`config.mk`:
```
export PLATFORM = sky130hd
export DESIGN_NAME = nibble_serial_adder_ctrl
export DESIGN_NICKNAME = d
export VERILOG_FILES = /design/src/rtl/adder_ctrl_pkg.sv /design/src/rtl/full_adder.sv /design/src/rtl/nibble_adder_cin.sv /design/src/rtl/nibble_serial_adder_ctrl.sv
export SDC_FILE = /design/constraint.sdc
export NUM_CORES = 1
export LEC_CHECK = 0
export CORE_ASPECT_RATIO = 2
export CORE_MARGIN = 3
export CORE_UTILIZATION = 52
export DETAILED_ROUTE_END_ITERATION = 8
export GPL_ROUTABILITY_DRIVEN = 0
export GPL_TIMING_DRIVEN = 0
export PLACE_DENSITY = 0.8
export SLEW_MARGIN = 5
export SYNTH_ARGS = -nofsm -noshare
export SYNTH_HDL_FRONTEND = slang
export SYNTH_SLANG_ARGS = --single-unit
export TNS_END_PERCENT = 30
```
`constraint.sdc`:
```
create_clock -name clk -period 2.8 [get_ports clk]
set_clock_uncertainty 0.15 [all_clocks]
set_input_delay 0.7 -clock clk [delete_from_list [all_inputs] [get_ports clk]]
set_output_delay 0.7 -clock clk [all_outputs]
set_load 0.02 [all_outputs]
```
`src/rtl/adder_ctrl_pkg.sv`:
```
// Shared definitions for the nibble-serial adder sequencer: slice width,
// FSM state encoding and counter sizing.
package adder_ctrl_pkg;

  localparam int NIBBLE_W = 4;

  typedef enum logic {
    ST_IDLE = 1'b0,
    ST_RUN  = 1'b1
  } state_t;

  // One extra bit keeps the count from wrapping even at the top nibble index.
  function automatic int cntWidth(input int nibbles);
    return $clog2(nibbles) + 1;
  endfunction

endpackage

```
`src/rtl/full_adder.sv`:
```
// One-bit full adder cell, the building block of the nibble ripple adder.
module full_adder (
  input  logic a_i,
  input  logic b_i,
  input  logic ci_i,
  output logic s_o,
  output logic co_o
);

  assign s_o  = a_i ^ b_i ^ ci_i;
  assign co_o = (a_i & b_i) | (ci_i & (a_i ^ b_i));

endmodule

```
`src/rtl/nibble_adder_cin.sv`:
```
// 4-bit ripple adder with an external carry-in so the carry can be chained
// across clock cycles by the serial controller.
module nibble_adder_cin
  import adder_ctrl_pkg::*;
(
  input  logic [NIBBLE_W-1:0] x,
  input  logic [NIBBLE_W-1:0] y,
  input  logic                ci,
  output logic [NIBBLE_W-1:0] s,
  output logic                co
);

  logic [NIBBLE_W:0] carry;

  assign carry[0] = ci;
  assign co       = carry[NIBBLE_W];

  for (genvar i = 0; i < NIBBLE_W; i++) begin : g_bit
    full_adder u_fa (
      .a_i  (x[i]),
      .b_i  (y[i]),
      .ci_i (carry[i]),
      .s_o  (s[i]),
      .co_o (carry[i+1])
    );
  end

endmodule

```
`src/rtl/nibble_serial_adder_ctrl.sv`:
```
// Wide adder built from one shared 4-bit slice, one nibble per clock,
// least-significant nibble first, with a start/done handshake.
module nibble_serial_adder_ctrl
  import adder_ctrl_pkg::*;
#(
  parameter int NIBBLES = 4
) (
  input  logic                       clk,
  input  logic                       reset,
  input  logic                       start,
  input  logic [NIBBLE_W*NIBBLES-1:0] a,
  input  logic [NIBBLE_W*NIBBLES-1:0] b,
  input  logic                       cin,
  output logic [NIBBLE_W*NIBBLES-1:0] sum,
  output logic                       cout,
  output logic                       busy,
  output logic                       done
);

  localparam int W  = NIBBLE_W * NIBBLES;
  localparam int CW = cntWidth(NIBBLES);

  state_t                state_q;
  logic [CW-1:0]         cnt_q;
  logic [W-1:0]          opA_q;
  logic [W-1:0]          opB_q;
  logic                  carry_q;
  logic [W-1:0]          res_q;
  logic [W-1:0]          res_d;
  logic [W-1:0]          sum_q;
  logic                  cout_q;
  logic                  busy_q;
  logic                  done_q;

  logic [NIBBLE_W-1:0]   nibSum;
  logic                  nibCarry;
  logic [W+NIBBLE_W-1:0] resCat;

  nibble_adder_cin u_adder (
    .x  (opA_q[NIBBLE_W-1:0]),
    .y  (opB_q[NIBBLE_W-1:0]),
    .ci (carry_q),
    .s  (nibSum),
    .co (nibCarry)
  );

  // New nibble enters at the top; after NIBBLES shifts the word is in place.
  assign resCat = {nibSum, res_q};
  assign res_d  = resCat[W+NIBBLE_W-1:NIBBLE_W];

  always_ff @(posedge clk) begin
    if (reset) begin
      state_q <= ST_IDLE;
      cnt_q   <= '0;
      opA_q   <= '0;
      opB_q   <= '0;
      carry_q <= 1'b0;
      res_q   <= '0;
      sum_q   <= '0;
      cout_q  <= 1'b0;
      busy_q  <= 1'b0;
      done_q  <= 1'b0;
    end else begin
      case (state_q)
        ST_IDLE: begin
          done_q <= 1'b0;
          if (start) begin
            opA_q   <= a;
            opB_q   <= b;
            carry_q <= cin;
            cnt_q   <= '0;
            busy_q  <= 1'b1;
            state_q <= ST_RUN;
          end
        end
        ST_RUN: begin
          res_q   <= res_d;
          carry_q <= nibCarry;
          opA_q   <= opA_q >> NIBBLE_W;
          opB_q   <= opB_q >> NIBBLE_W;
          cnt_q   <= cnt_q + 1'b1;
          if (cnt_q == CW'(NIBBLES - 1)) begin
            sum_q   <= res_d;
            cout_q  <= nibCarry;
            done_q  <= 1'b1;
            busy_q  <= 1'b0;
            state_q <= ST_IDLE;
          end
        end
        default: state_q <= ST_IDLE;
      endcase
    end
  end

  assign sum  = sum_q;
  assign cout = cout_q;
  assign busy = busy_q;
  assign done = done_q;

endmodule

```
==> flow_summary.yaml <==
layout:
  final_core_util_pct: 68.2
  nets: 395
  fillers: 463
  fin_area_um2: 3730
  diodes: 0
  layout.cells.most_common: "dfxtp_1"
  area_growth_pct: 26.7
  drive_gt1_share_pct: 11.8
  register_area_um2: 1360
  multi_input_area_um2: 1390
  mostFrequentLayoutCells: "dfxtp_1 (68), clkdlybuf4s50_1 (52), mux2i_1 (43), a211oi_1 (27), nor2b_1 (24)"
place:
  dp_hpwl_um: 4820
  port_buffers: 52
  dp_slack_ns: 0.471
  placed_cell_area_um2: 3540
grt:
  grt_overflow: 0
  antenna_found_initial: 0
  grt_pass1_vias: 2208
  grt_pass1_wl_um: 10400
  grt_max_degree: 12
  grt_usage_pct: 21.0
power_and_ir_drop:
  p_sw_mw: 0.522
  clockPowerShare_pct: 37.3
  power.internal_mw: 1.58
  comb_power_share_pct: 12.7
  swShare_pct: 24.8
  p_seq_share_pct: 50.0
  peakVddDrop_uv: 739
  power.density_nw_per_um2: 564
  leakagePower_nw: 1.49
worst_setup_path:
  critPathKind: "flop to flop"
  worstSetupStartpointType: "flop"
  reg2regPathDepth: 8
  arrival_ns: 2.46
  r2r_slack_ns: 0.45
  reg2reg_to: "sum[15]"
  cp-end-kind: "flop"
  cp_max_fo: 2
  regToRegStartpoint: "opA_q[0]"
  startpoint: "opA_q[0]"
  cp.required_ns: 2.90
timing:
  timing.final.max_slew_violations: 0
  slew_headroom_pct: 67.1
  setup_violations: 0
  timing.final.crit_share_pct: 84.1
  fmaxAchievable_mhz: 425
  tightest_slew_ns: 0.493
  grt_setup_unrepaired: "false"
  fin_ws_ns: 0.446
  tns_ns: 0
  finalHoldViolCount: 0
  period_minus_slack_ns: 2.35
synth:
  syn_inst: 290
  seq_area_frac_synth_pct: 46.3
  syn_nets: 332
  async_reset_ff_share_pct: 0
  syn-cell-area_um2: 2940
  ys_ff_latch: 68
  synth_edf_count: 0
  yosys_warnings: 0
  synth.distinct_cells: 27
  ys.flop_type: "dfxtp_1"
  avgSynthCellArea_um2: 10.1
route:
  met3WireLength_um: 269
  vias: 2289
  drt_iter0_drc: 50
  avgRoutedWirePerCell_um: 15.4
  wl_met2_um: 3480
  wl_met1_um: 2430
  via_per_inst: 5.49
  first_pass_iters: 4
  wl_um: 6410
  drtAntennaViolNets: 0
  dr.max_layer_used: "met4"
  drcViolationCount: 0
clock_tree:
  cts_buffers: 9
  postCtsHoldBufs: 0
  post-cts-setup-buffer-count: 0
  cts_root_buffer: "clkbuf_8"
  clkLatencyLatePin_ns: 0.34
  cts_max_path_buffers: 2
  ctsResizeCount: 0
  numClockSinks: 68
  cts_tree: "yes"
  htreeDepth: 3
  clk_pin_slew_ns: 0.07
hold_path:
  holdPathEnd: "sum[2]"
  holdPathStages: 2
  hp-class: "flop to flop"
  holdCritStartpoint: "res_q[6]"
floorplan:
  die_x_um: 59.2
  die_h_um: 112
  die-area_um2: 6650
  coreArea_um2: 5470
  ioPinCount: 55
  num_rows: 38
  start_util_pct: 53.8
job:
  maxCapViolations: 0
outcome:
  outcome: "finished clean"
## cells in the mapped netlist, types with 4 or more instances
master	instances	share of area [%]
a21bo_2	10	3.4
a21oi_1	22	3.7
nor2_1	22	2.8
nor2b_1	24	5.1
mux2i_1	43	15
a211oi_1	27	6.9
dfxtp_1	68	46
nand3_1	14	2.4
inv_1	8	1.0
fa_1	4	2.7
clkbuf_1	11	1.4
buf_2	7	1.2
a21bo_1	4	1.4
buf_4	6	1.5
## logic make-up (layout without fill, tap and decap cells)
kind of cell,Yosys count,count (layout),synth area share [%]
AND/OR/NAND/NOR,69,69,12.3
adder cells (fa/ha/maj),6,6,3.57
flip-flops,68,68,46.3
multiplexers,43,43,14.6
AO/OA/AOI/OAI,68,68,16.8
buffers and inverters,36,103,6.42
## how the worst max path moves through the flow
| stage | depth (start not counted) | slack (ns) | end |
|---|---|---|---|
| 5_1_grt | 8 | 0.37 | sum[15] |
| 3_3_place_gp | 8 | 0.48 | sum[15] |
| 3_5_place_dp | 8 | 0.47 | sum[15] |
| 6_report | 8 | 0.45 | sum[15] |
| 2_1_floorplan | 8 | 0.56 | sum[15] |
| 4_1_cts | 8 | 0.45 | sum[15] |
## power by group through the flow
| stage | combinational, mW | sequential [mW] | clock (mW) |
|---|---|---|---|
| 4_1_cts | 0.269 | 1.05 | 0.800 |
| 2_1_floorplan | 0.172 | 1.06 | 0 |
| 6_report | 0.267 | 1.05 | 0.784 |
| 5_1_grt | 0.294 | 1.06 | 0.837 |
| 3_3_place_gp | 0.261 | 1.07 | 0 |
| 3_5_place_dp | 0.267 | 1.07 | 0 |
## cell type report
cell class              count  share of cell area [%]
repair buffers             52                    14.0
well taps                  60                    2.01
inverters                   9                   0.906
flip-flops and latches     68                    36.5
clock inverters             5                    1.41
clock buffers              10                    3.69
multi-input cells         186                    37.3
plain buffers              27                    4.16
## flip-flops by register name (all words and copies together), names as in the netlist, 3 cells and up
name / cells
opA_q: 16
opB_q: 16
res_q: 12
cnt_q: 3
sum: 16
## worst max-delay path, cell delays in order (launching register included)
cell and delay [ns]:
dfxtp_1 0.32, inv_1 0.07, fa_1 0.17, inv_1 0.05
fa_1 0.38, fa_1 0.36, inv_1 0.08, fa_1 0.42
a311oi_1 0.26
## stage by stage
step	std cells	power [mW]	hold slack (ns)
final	417	2.10	0.347
after global routing	417	2.19	0.371
after CTS	417	2.12	0.349
after detailed placement	402	1.34	0.333
after global placement	402	1.33	0.324
after floorplan	290	1.24	0.306
## metal layers
metal | vias up | global-route usage [%]
met4 | 0 | 11.5
met1 | 1074 | 21.9
met3 | 19 | 5.29
met5 | - | 0
met2 | 60 | 36.5
li1 | 1136 | -
Power figures use the tool's default switching activity.
